--- src/rtl/truth_table_sweeper_if.sv ---
// Control/status and DUT-side signals of the truth-table sweeper.
// Optional macro TT_SWEEP_ERRCNT_EN adds the err_count status bus.
interface truth_table_sweeper_if;
    logic       start;
    logic       abort;
    logic [2:0] dut_in;
    logic       dut_out;
    logic       busy;
    logic       done;
    logic [7:0] table_out;
    logic       match;
`ifdef TT_SWEEP_ERRCNT_EN
    logic [7:0] err_count;

    modport master (
        output start, abort, dut_out,
        input  dut_in, busy, done, table_out, match, err_count
    );
    modport slave (
        input  start, abort, dut_out,
        output dut_in, busy, done, table_out, match, err_count
    );
`else
    modport master (
        output start, abort, dut_out,
        input  dut_in, busy, done, table_out, match
    );
    modport slave (
        input  start, abort, dut_out,
        output dut_in, busy, done, table_out, match
    );
`endif
endinterface

--- src/rtl/truth_table_sweeper.sv ---
// Truth-table sweeper: drives all 8 input rows of a 3-input combinational
// gate, samples its output after a settle time per row, and compares the
// resulting 8-bit table (row 000 -> bit 7) against EXPECTED.
// Optional macro TT_SWEEP_ERRCNT_EN adds a saturating mismatch counter.
//
// state  | meaning
// IDLE   | waiting for start, dut_in parked at 0
// SETTLE | holding dut_in=row, sampling dut_out at end of settle window
// DONE   | one cycle: done pulse, table_out/match freshly updated
module truth_table_sweeper #(
    parameter int         SETTLE_CYCLES = 4,
    parameter logic [7:0] EXPECTED      = 8'h7B
) (
    input  logic                      clk,
    input  logic                      rst_n,
    truth_table_sweeper_if.slave      bus
);
    localparam int            CW       = (SETTLE_CYCLES > 1) ? $clog2(SETTLE_CYCLES) : 1;
    localparam logic [CW-1:0] CNT_LAST = CW'(SETTLE_CYCLES - 1);

    localparam logic [1:0] IDLE   = 2'd0;
    localparam logic [1:0] SETTLE = 2'd1;
    localparam logic [1:0] DONE   = 2'd2;

    logic [1:0]    state_q, state_d;
    logic [2:0]    row_q, row_d;
    logic [CW-1:0] cnt_q, cnt_d;
    logic [7:0]    shadow_q, shadow_d;
    logic [2:0]    dut_in_q, dut_in_d;
    logic          busy_q, busy_d;
    logic          done_q, done_d;
    logic [7:0]    table_q, table_d;
    logic          match_q, match_d;
`ifdef TT_SWEEP_ERRCNT_EN
    logic [7:0]    err_q, err_d;
`endif

    // Next-state and datapath: sequence rows, capture samples, publish result.
    always_comb begin
        state_d  = state_q;
        row_d    = row_q;
        cnt_d    = cnt_q;
        shadow_d = shadow_q;
        dut_in_d = dut_in_q;
        busy_d   = busy_q;
        done_d   = 1'b0;
        table_d  = table_q;
        match_d  = match_q;
`ifdef TT_SWEEP_ERRCNT_EN
        err_d    = err_q;
`endif
        case (state_q)
            IDLE: begin
                dut_in_d = 3'd0;
                busy_d   = 1'b0;
                // abort has priority over a simultaneous start
                if (bus.start && !bus.abort) begin
                    state_d  = SETTLE;
                    busy_d   = 1'b1;
                    row_d    = 3'd0;
                    cnt_d    = '0;
                    shadow_d = 8'h00;
                end
            end
            SETTLE: begin
                if (bus.abort) begin
                    state_d  = IDLE;
                    busy_d   = 1'b0;
                    dut_in_d = 3'd0;
                end else if (cnt_q == CNT_LAST) begin
                    cnt_d                    = '0;
                    shadow_d[3'd7 - row_q]   = bus.dut_out;
                    if (row_q == 3'd7) begin
                        state_d = DONE;
                        done_d  = 1'b1;
                        table_d = shadow_d;
                        match_d = (shadow_d == EXPECTED);
`ifdef TT_SWEEP_ERRCNT_EN
                        if ((shadow_d != EXPECTED) && (err_q != 8'hFF))
                            err_d = err_q + 8'd1;
`endif
                    end else begin
                        row_d    = row_q + 3'd1;
                        dut_in_d = row_q + 3'd1;
                    end
                end else begin
                    cnt_d = cnt_q + CW'(1);
                end
            end
            DONE: begin
                // done has already been issued, so abort changes nothing here
                state_d  = IDLE;
                busy_d   = 1'b0;
                dut_in_d = 3'd0;
            end
            default: begin
                state_d  = IDLE;
                busy_d   = 1'b0;
                dut_in_d = 3'd0;
            end
        endcase
    end

    // State and output registers with asynchronous active-low reset.
    always_ff @(posedge clk or negedge rst_n) begin
        if (!rst_n) begin
            state_q  <= IDLE;
            row_q    <= 3'd0;
            cnt_q    <= '0;
            shadow_q <= 8'h00;
            dut_in_q <= 3'd0;
            busy_q   <= 1'b0;
            done_q   <= 1'b0;
            table_q  <= 8'h00;
            match_q  <= 1'b0;
        end else begin
            state_q  <= state_d;
            row_q    <= row_d;
            cnt_q    <= cnt_d;
            shadow_q <= shadow_d;
            dut_in_q <= dut_in_d;
            busy_q   <= busy_d;
            done_q   <= done_d;
            table_q  <= table_d;
            match_q  <= match_d;
        end
    end

`ifdef TT_SWEEP_ERRCNT_EN
    // Saturating count of completed sweeps whose table mismatched.
    always_ff @(posedge clk or negedge rst_n) begin
        if (!rst_n) err_q <= 8'h00;
        else        err_q <= err_d;
    end

    assign bus.err_count = err_q;
`endif

    assign bus.dut_in    = dut_in_q;
    assign bus.busy      = busy_q;
    assign bus.done      = done_q;
    assign bus.table_out = table_q;
    assign bus.match     = match_q;
endmodule
--- src/flat_wrapper.sv ---
// flat-port wrapper written by rule: the top's interface ports become plain ports
module truth_table_sweeper_flat 
#(
    parameter int         SETTLE_CYCLES = 4,
    parameter logic [7:0] EXPECTED      = 8'h7B
)
  (clk, rst_n, bus_start, bus_abort, bus_dut_out, bus_dut_in, bus_busy, bus_done, bus_table_out, bus_match);
  truth_table_sweeper_if bus_i ();
  input  logic clk;
  input  logic rst_n;
  input wire logic [$bits(bus_i.start)-1:0] bus_start;
  input wire logic [$bits(bus_i.abort)-1:0] bus_abort;
  input wire logic [$bits(bus_i.dut_out)-1:0] bus_dut_out;
  output wire logic [$bits(bus_i.dut_in)-1:0] bus_dut_in;
  output wire logic [$bits(bus_i.busy)-1:0] bus_busy;
  output wire logic [$bits(bus_i.done)-1:0] bus_done;
  output wire logic [$bits(bus_i.table_out)-1:0] bus_table_out;
  output wire logic [$bits(bus_i.match)-1:0] bus_match;
  assign bus_i.start = bus_start;
  assign bus_i.abort = bus_abort;
  assign bus_i.dut_out = bus_dut_out;
  assign bus_dut_in = bus_i.dut_in;
  assign bus_busy = bus_i.busy;
  assign bus_done = bus_i.done;
  assign bus_table_out = bus_i.table_out;
  assign bus_match = bus_i.match;
  truth_table_sweeper #(.SETTLE_CYCLES(SETTLE_CYCLES), .EXPECTED(EXPECTED)) u_core (.clk(clk), .rst_n(rst_n), .bus(bus_i));
endmodule
--- config.mk ---
export PLATFORM = sky130hd
export DESIGN_NAME = truth_table_sweeper_flat
export DESIGN_NICKNAME = d
export VERILOG_FILES = /design/src/rtl/truth_table_sweeper_if.sv /design/src/rtl/truth_table_sweeper.sv /design/src/flat_wrapper.sv
export SDC_FILE = /design/constraint.sdc
export NUM_CORES = 1
export LEC_CHECK = 0
export CAP_MARGIN = 20
export CELL_PAD_IN_SITES_DETAIL_PLACEMENT = 0
export CELL_PAD_IN_SITES_GLOBAL_PLACEMENT = 1
export CORE_MARGIN = 1.5
export CORE_UTILIZATION = 35
export DETAILED_ROUTE_END_ITERATION = 12
export HOLD_SLACK_MARGIN = 0.06
export PLACE_DENSITY = 0.71
export SLEW_MARGIN = 20
export SYNTH_ARGS = -nofsm -noshare
export SYNTH_HDL_FRONTEND = slang
export SYNTH_SLANG_ARGS = --single-unit
--- constraint.sdc ---
create_clock -name clk -period 1.5 [get_ports clk]
set_input_delay 0.15 -clock clk [delete_from_list [all_inputs] [get_ports clk]]
set_output_delay 0.15 -clock clk [all_outputs]
set_load 0.01 [all_outputs]
# Word level (Yosys, flattened, before mapping)
# Cells that the tools add are included.
[word_totals] reg_bits=29 output_inout_bits=14
[classes] addsub=3 order_cmp=2 eq_ne=12 n_mux=30 n_bitwise=1 n_reduce_logical=11
[op_table] operator="8-bit 2-to-1 mux" count=3
[op_table] operator="3-bit 2-to-1 mux" count=6
[op_table] operator="8-bit case mux with 2 select lines" count=1
[op_table] operator="2-bit 2-to-1 mux" count=7
[op_table] operator="8-bit bitwise mux" count=1
[op_table] operator="8-bit by 7-bit == test with 1-bit output, second input constant" count=1
[op_table] operator="2-bit case mux with 2 select lines" count=2
[op_table] operator="4-bit AND reduction" count=2
[op_table] operator="1-bit 2-to-1 mux" count=7
[op_table] operator="2-bit != test, second input constant" count=3
[op_table] operator="3-bit by 2-bit != test with 1-bit output, second input constant" count=2
[op_table] operator="3-bit case mux with 2 select lines" count=1
[op_table] operator="3-bit AND reduction" count=2
[op_table] operator="5-bit AND reduction" count=1
[op_table] operator="3-bit by 4-bit < comparator with 1-bit output, second input constant" count=1
[op_table] operator="2-bit by 1-bit != test with 1-bit output, second input constant" count=2
[op_table] operator="3-bit by 1-bit adder with 3-bit output, second input constant" count=1
[op_table] operator="1-bit demux with 3-bit select" count=1
[op_table] operator="3-bit == test, second input constant" count=1
[op_table] operator="3-bit by 1-bit >= comparator with 1-bit output, second input constant" count=1
[op_table] operator="3-bit != test, second input constant" count=1
[op_table] operator="3-bit subtractor, first input constant" count=1
[op_table] operator="2-bit by 1-bit adder with 2-bit output, second input constant" count=1
[op_table] operator="2-bit by 1-bit == test with 1-bit output, second input constant" count=1
[op_table] operator="other kinds (8)" count=9

# Logic depth before layout (Yosys ltp)
# Gate-level depths: netlist (run 1).
[depth] word_depth=9 depth_mapped=8 mapped_depth_nobuf=7

# Worst setup path before layout (run 1)
# No wires, ideal clock.
[synth_timing] kind="register -> register" from="register u_core.row_q[0]" to="register u_core.row_q[0]" setup_ns=0.121 t_arrival_ns=1.465 required_time_ns=1.379 slack_ns=-0.086 stages_incl_launch_ff=7 path_buffers=0 path_cell_list="dfrtp_1 -> ha_1 -> ha_1 -> nor2b_1 -> a21o_1 -> nand2_1 -> a22o_1"
[synth_via] elab_chain_cells=5 elab_cells_between_ends=8
[synth_lines] item="from (decl)" line="truth_table_sweeper.sv:26" text="logic [2:0] row_q, row_d;"
[synth_lines] item="from (signal assigned)" line="truth_table_sweeper.sv:118" text="row_q <= row_d;"
[synth_lines] item="3-bit by 1-bit adder with 3-bit output" line="truth_table_sweeper.sv:83" text="row_d = row_q + 3'd1;"
[synth_lines] item="3-bit 2-to-1 mux" line="truth_table_sweeper.sv:73" text="if (row_q == 3'd7) begin"
[synth_lines] item="3-bit 2-to-1 mux" line="truth_table_sweeper.sv:70" text="end else if (cnt_q == CNT_LAST) begin"
[synth_lines] item="3-bit 2-to-1 mux" line="truth_table_sweeper.sv:66" text="if (bus.abort) begin"
[synth_lines] item="3-bit case mux with 2 select lines" line="truth_table_sweeper.sv:52" text="case (state_q)"
# Several ways; a longest one is shown, not always the timed one. The select of a mux whose other input is x is not followed.
# A chain may end at the register's enable or synchronous reset.

# Worst setup path in the final report (run 1)
[layout_timing] from="register u_core.row_q[0]" to="register u_core.match_q, in the netlist u_core.bus.match"
[layout_via] elab_chain_cells=7 elab_cells_between_ends=10
[layout_lines] item="3-bit subtractor" line="truth_table_sweeper.sv:72" text="shadow_d[3'd7 - row_q] = bus.dut_out;"
[layout_lines] item="3-bit by 4-bit < comparator with 1-bit output (not written as such) / 3-bit by 1-bit >= comparator with 1-bit output (equally long branches)" line="truth_table_sweeper.sv:72"
[layout_lines] item="1-bit logical AND (not written as such)" line="truth_table_sweeper.sv:72"
[layout_lines] item="1-bit 2-to-1 mux (not written as such)" line="truth_table_sweeper.sv:72"
[layout_lines] item="1-bit demux with 3-bit select"
[layout_lines] item="8-bit bitwise mux" line="truth_table_sweeper.sv:72"
[layout_lines] item="8-bit by 7-bit == test with 1-bit output" line="truth_table_sweeper.sv:77" text="match_d = (shadow_d == EXPECTED);"
[layout_lines] item="to (signal assigned)" line="truth_table_sweeper.sv:125" text="match_q <= match_d;"
[layout_lines] item="to (decl)" line="truth_table_sweeper.sv:33" text="logic match_q, match_d;"
# Several ways; a longest one is shown, not always the timed one.

==> results of run 1 <==
-- kinds of logic after synthesis --
family          count (synthesis)  share of synthesized area [%]
simple gates                   63                           21.7
compound gates                 42                           17.4
flops                          29                           47.9
buf+inv                        13                           5.12
mux                             8                           5.37
fa+ha+maj                       3                           2.48
-- stage by stage --
step / hold WS (ns) / utilization [%] / instances
after floorplan: -0.146 / - / 158
after global placement: 0.469 / 45.8 / 238
after detailed placement: 0.472 / 45.8 / 238
after CTS: 0.271 / 48.4 / 246
after global routing: 0.302 / 50.1 / 248
final: 0.251 / 50.1 / 248
-- area by class of cell --
type / instances / area [um2] / area share (%)
Clock buffer: 6 / 72.6 / 3.54
Sequential cell: 29 / 727 / 35.5
Tap cell: 50 / 62.6 / 3.05
Multi-Input combinational cell: 116 / 785 / 38.3
Inverter: 3 / 11.3 / 0.550
Clock inverter: 2 / 10.0 / 0.489
Timing Repair Buffer: 42 / 380 / 18.6
-- worst paths after layout --
| path | from | endpoint | slack (ns) |
|---|---|---|---|
| setup / recovery | u_core.row_q[0] | u_core.bus.match | 0.05 |
| hold / removal | rst_n | u_core.shadow_q[3] | 0.25 |
| setup reg to reg | u_core.row_q[0] | u_core.bus.match | 0.05 |
| hold reg to reg | u_core.shadow_q[6] | u_core.shadow_q[6] | 0.48 |
| max in group asynchronous | rst_n | u_core.row_q[2] | 0.95 |
| min in group clk | u_core.shadow_q[6] | u_core.shadow_q[6] | 0.48 |
-- timing repair --
item | 4_1_cts | 5_1_grt
pin swaps | 1 | 5
resized for setup | 4 | 14
setup buffers | 0 | 2
setup endpoints to repair | 2 | 18
-- cell usage in the layout (no fill, tap or decap), types with 2 or more instances in the layout --
| cell | instances |
|---|---|
| o31ai_1 | 4 |
| and3_1 | 2 |
| dfrtp_1 | 28 |
| a21oi_1 | 14 |
| nor3_1 | 2 |
| buf_6 | 2 |
| mux2i_1 | 6 |
| clkbuf_8 | 5 |
| clkinv_2 | 2 |
| nor2_1 | 19 |
| buf_4 | 21 |
| o21ai_0 | 11 |
| a32o_2 | 2 |
| nor2_4 | 2 |
| ha_4 | 2 |
| a22o_1 | 3 |
| clkdlybuf4s50_1 | 18 |
| nand3_1 | 2 |
| nand3b_1 | 2 |
| nand2_1 | 17 |
| inv_1 | 2 |
-- flip-flops by register name (all words and copies together), names as in the netlist, 2 cells and up --
| register | flops |
|---|---|
| u_core.shadow_q | 8 |
| u_core.bus.table_out | 8 |
| u_core.bus.dut_in | 3 |
| u_core.row_q | 3 |
| u_core.cnt_q | 2 |
| u_core.state_q | 2 |
-- power groups by stage --
| stage | registers (mW) | clock network (mW) | logic, mW |
|---|---|---|---|
| after floorplan | 0.833 | 0 | 0.130 |
| after global placement | 0.837 | 0 | 0.220 |
| after detailed placement | 0.838 | 0 | 0.223 |
| after CTS | 0.824 | 0.637 | 0.233 |
| after global routing | 0.833 | 0.666 | 0.277 |
| final | 0.830 | 0.621 | 0.248 |
-- worst register-to-register path, stage by stage, from the launching register on --
cell and delay [ns]:
dfrtp_1 0.41, buf_6 0.15, and3b_1 0.23, a22o_1 0.14
a32o_2 0.13, nand4b_1 0.11, o31ai_2 0.22
-- metal layers --
metal,up-vias,wire (um)
met5,-,0
met4,0,55
met3,5,113
met2,20,1700
met1,618,1600
li1,635,-
==> impl_results.md, run 1 <==
- Flop pwr share: 48.9%
- Die ar.: 4730 um2
- Slew HR: 74.8%
- Worst Max-Slew Pin Slew: 0.374 ns
- Status: finished clean
- Fin. Hold Viols: 0
- Synth warn: 0
- CP required: 1.70 ns
- Fraction of synthesis flops using an asynchronous set or reset pin: 100%
- Sink Count: 29
- VDD IR max: 0.508 mV
- Total GRT Usage: 17.2%
- Placed inst area: 1870 um2
- Nets: 205
- Cell Area, Synth: 1510 um2
- Final Critical Period: 1.45 ns
- Crit Path Class: register to register
- Distinct cells, synth: 41
- Hold buffers post-CTS: 0
- Logic gate share of total power: 14.6%
- Starting Density: 37.0%
- Met3 usage: 3.90%
- P_leak: 0.937 nW
- Starting DRT DRC Count: 54
- Antenna Cells: 0
- Residual DRC: 0
- Power Dens Cells: 829 nW/um2
- Boundary Pins: 19
- Core box area: 4090 um2
- Global route overflow: 0
- M1 GR Usage: 22.5%
- Mapped Nets: 166
- Syn Area/Cell: 9.58 um2
- Final setup fails: 0
- DRT Pass-1 Iters: 4
- Clock transition at path regs: 0.06 ns
- Area delta synth->final: 35.3%
- Post-DP HPWL: 2550 um
- Num CTS Buffers: 5
- Initial antenna violation count: 0
- Routed WL per cell: 14.0 um
- CP delay by family, top: compound AO/OA/AOI/OAI gates
- Synth top area cells: dfrtp_1 (48%), nor2_1 (4.7%), a21oi_1 (4.6%), mux2i_1 (4.6%), nand2_1 (4.5%)
- Slew Viols, Final: 0
- Routed via count: 1278
- Worst Path Arrival: 1.65 ns
- Most frequent cells after synthesis: dfrtp_1 (29), nor2_1 (19), nand2_1 (18), a21oi_1 (14), o21ai_0 (11)
- Max Clk Rate: 688 MHz
- Clock Power Share: 36.5%
- Final WS setup: 0.0461 ns
- ANT nets after route: 0
- # H-tree levels: 2
- Total power draw: 1.70 mW
- Pre-CTS setup slack: -0.0793 ns
- Synthesized instance count: 158
- Vias in the first global route: 1198
- R2R cell count: 6
- CP startpoint kind: register
- First-pass GRT wire length: 5780 um
- Top-count cell post-synth: dfrtp_1
- Number of enable flip-flop cells after synthesis: 0
- TNS Setup: 0 ns
- CP max stage cell: dfrtp_1
- Period utilization: 96.9%
- Std-Cell Rows: 23
- Largest net degree at the start of global routing: 30
- #FFs+latches synth: 29
- WP buf/inv: 1
- Die W: 68.8 um
- Post-route design area: 2050 um2
- Root Driver: clkbuf_8
- GR peak layer: met2
- Crit end category: register
- CP cell instances: buf_6 -> and3b_1 -> a22o_1 -> a32o_2 -> nand4b_1 -> o31ai_2
- Max Cap Viol: 0
- NetSw: 0.451 mW
- Met2 Use GR: 26.9%
- Total Wirelength: 3470 um
- Layout fillers: 382
- Final Wtd Congestion: 0.819
- Share of post-route cells with drive strength above 1: 27.3%
- DR vias/cell: 5.15
- Crit path max fanout: 7
- Yosys top cell by area: dfrtp_1
- Top FF cell, synth: dfrtp_1
- Internal: 1.25 mW
- Clock Tree Buf Depth: 2
- Final clock skew: 0.00318 ns
- Sw Ratio: 26.6%
- HP Class: primary input to asynchronous set/reset pin
- RSZ-0062 raised after global routing: true
- Worst-Skew Late Latency: 0.28 ns
- Seq/Total Area, Yosys: 47.9%
- CP Depth: 6
- Crit-path max cell delay: 0.41 ns
- Yosys top cell area share: 47.9%
- Port Buffers: 18
- Die H: 68.8 um
- TritonCTS clock tree: done
No activity file was read; power rests on OpenSTA's default activity.
==> run 2, diff against run 1 <==
--- a/config.mk
+++ b/config.mk
@@ -10,6 +10,7 @@
 export CELL_PAD_IN_SITES_GLOBAL_PLACEMENT = 1
 export CORE_MARGIN = 1.5
 export CORE_UTILIZATION = 35
+export CTS_BUF_LIST = sky130_fd_sc_hd__clkbuf_8
 export DETAILED_ROUTE_END_ITERATION = 12
 export HOLD_SLACK_MARGIN = 0.06
 export PLACE_DENSITY = 0.71
==> run 2 against run 1 <==
Net effect: routed wire length is 0.29% higher; final cell count stayed put; non-clock buffer count stayed put; first-iteration DRC count stayed put; hold slack hardly changed; via count stayed put; largest power group unchanged; critical endpoint unchanged; design area stayed put; maximum frequency hardly changed; sequential cell count stayed put; sequential power hardly changed; die area stayed put.
==> impl_results.md, run 2 (synthesized netlist as in run 1, its figures left out) <==
- Final setup fails: 0
- RSZ-0062 raised after global routing: true
- Placed inst area: 1870 um2
- Worst Max-Slew Pin Slew: 0.370 ns
- Worst reg-to-reg setup slack: 0.05 ns
- Internal: 1.24 mW
- Residual DRC: 0
- Hold buffers post-CTS: 0
- Share of post-route cells with drive strength above 1: 27.3%
- DRT Pass-1 Iters: 4
- Reg2reg start: u_core.row_q[0]
- CP startpoint kind: register
- Sink Count: 29
- Final Wtd Congestion: 0.819
- P_leak: 0.941 nW
- Area delta synth->final: 35.3%
- Core box area: 4090 um2
- Post-route design area: 2050 um2
- Status: finished clean
- R2R cell count: 6
- Crit path max fanout: 7
- Worst-Skew Late Latency: 0.28 ns
- Commonest cells after routing, fill and taps aside: dfrtp_1 (28), buf_4 (21), nor2_1 (19)
- NetSw: 0.452 mW
- Final Critical Period: 1.45 ns
- HP Class: primary input to asynchronous set/reset pin
- Period utilization: 96.9%
- Worst Path Arrival: 1.65 ns
- Largest net degree at the start of global routing: 30
- Routed WL per cell: 14.0 um
- Initial antenna violation count: 0
- Vias in the first global route: 1198
- Crit Path Class: register to register
- Global route overflow: 0
- Total Wirelength: 3480 um
- ANT nets after route: 0
- RR Endpoint: u_core.bus.match
- Total GRT Usage: 17.2%
- Fin cells: 248
- Final WS setup: 0.0464 ns
- Starting DRT DRC Count: 54
- Root Driver: clkbuf_8
- Slew Viols, Final: 0
- Sw Ratio: 26.7%
- Die H: 68.8 um
- TritonCTS clock tree: done
- Hold slack: 0.251 ns
- Starting Density: 37.0%
- Post-DP HPWL: 2550 um
- Layout fillers: 382
- Flop pwr share: 49.0%
- Max Clk Rate: 688 MHz
- Boundary Pins: 19
- Die W: 68.8 um
- Max Cap Viol: 0
- Clock Tree Buf Depth: 2
- DR vias/cell: 5.15
- Clock Power Share: 36.3%
- VDD IR max: 0.508 mV
- Clock transition at path regs: 0.06 ns
- CP required: 1.70 ns
- Commonest non-fill, non-tap cell in the layout: dfrtp_1
- Power Dens Cells: 826 nW/um2
- First-pass GRT wire length: 5780 um
- Die ar.: 4730 um2
- # H-tree levels: 2
- Crit end category: register
- Std-Cell Rows: 23
- Routed via count: 1278
- Num CTS Buffers: 5
- Antenna Cells: 0
- Final clock skew: 0.00318 ns
- Logic gate share of total power: 14.7%
- Fin. Hold Viols: 0
- Port Buffers: 18
- Nets: 205
- Placed Cells: 238
- Pre-CTS setup slack: -0.0793 ns
- Slew HR: 75.1%
-- run 2: cell count changes in the layout (fill, tap and decap cells not counted) --
cell / delta
clkbuf_1: -1
inv_1: +1
-- run 2: worst max-delay path, cell delays in order (launching register included) --
cell      delay [ns]
dfrtp_1         0.41
buf_6           0.15
and3b_1         0.22
a22o_1          0.14
a32o_2          0.13
nand4b_1        0.11
o31ai_2         0.22
-- run 2: timing repair --
action                                 in CTS  in global routing
setup endpoints to repair                   2                 18
buffers inserted                            0                  2
pin swaps                                   1                  4
endpoints found under the hold margin       0                  0
resized for setup                           4                 14
-- run 2: worst max-delay path by stage --
stage / cells past startpoint / startpoint / to / slack (ns)
floorplan: 6 / u_core.row_q[0] / u_core.row_q[0] / 0.003
global placement: 5 / bus_dut_out / u_core.bus.match / -0.03
detailed placement: 6 / bus_abort / u_core.shadow_q[5] / -0.08
CTS: 6 / u_core.row_q[0] / u_core.bus.match / 0.007
global route: 5 / u_core.row_q[1] / u_core.bus.match / -0.01
finish: 6 / u_core.row_q[0] / u_core.bus.match / 0.05
-- run 2: layer usage --
layer	GRT usage [%]	up-vias	part of all wire, %
met2	26.9	18	49
met5	0	-	0
li1	-	635	-
met4	8.09	0	1.6
met3	3.90	5	3.3
met1	22.5	620	46
-- run 2: power groups by stage --
stage	Combinational [mW]	Sequential [mW]	Clock [mW]
after floorplan	0.130	0.833	0
after global routing	0.277	0.833	0.660
after global placement	0.220	0.837	0
final	0.248	0.830	0.614
after detailed placement	0.223	0.838	0
after CTS	0.233	0.824	0.631
-- run 2: per-stage QoR --
stage | total power, mW | util [%] | TNS (ns)
after floorplan | 0.963 | - | 0
after global placement | 1.06 | 45.8 | -0.0341
after detailed placement | 1.06 | 45.8 | -0.332
after CTS | 1.69 | 48.4 | 0
after global routing | 1.77 | 50.1 | -0.0148
final | 1.69 | 50.1 | 0
-- run 2: final cells by class --
type / count / area, um2 / share of cell area (%)
Clock buffer: 5 / 68.8 / 3.36
Clock inverter: 3 / 13.8 / 0.672
Inverter: 3 / 11.3 / 0.550
Multi-Input combinational cell: 116 / 785 / 38.3
Sequential cell: 29 / 727 / 35.5
Tap cell: 50 / 62.6 / 3.05
Timing Repair Buffer: 42 / 380 / 18.6
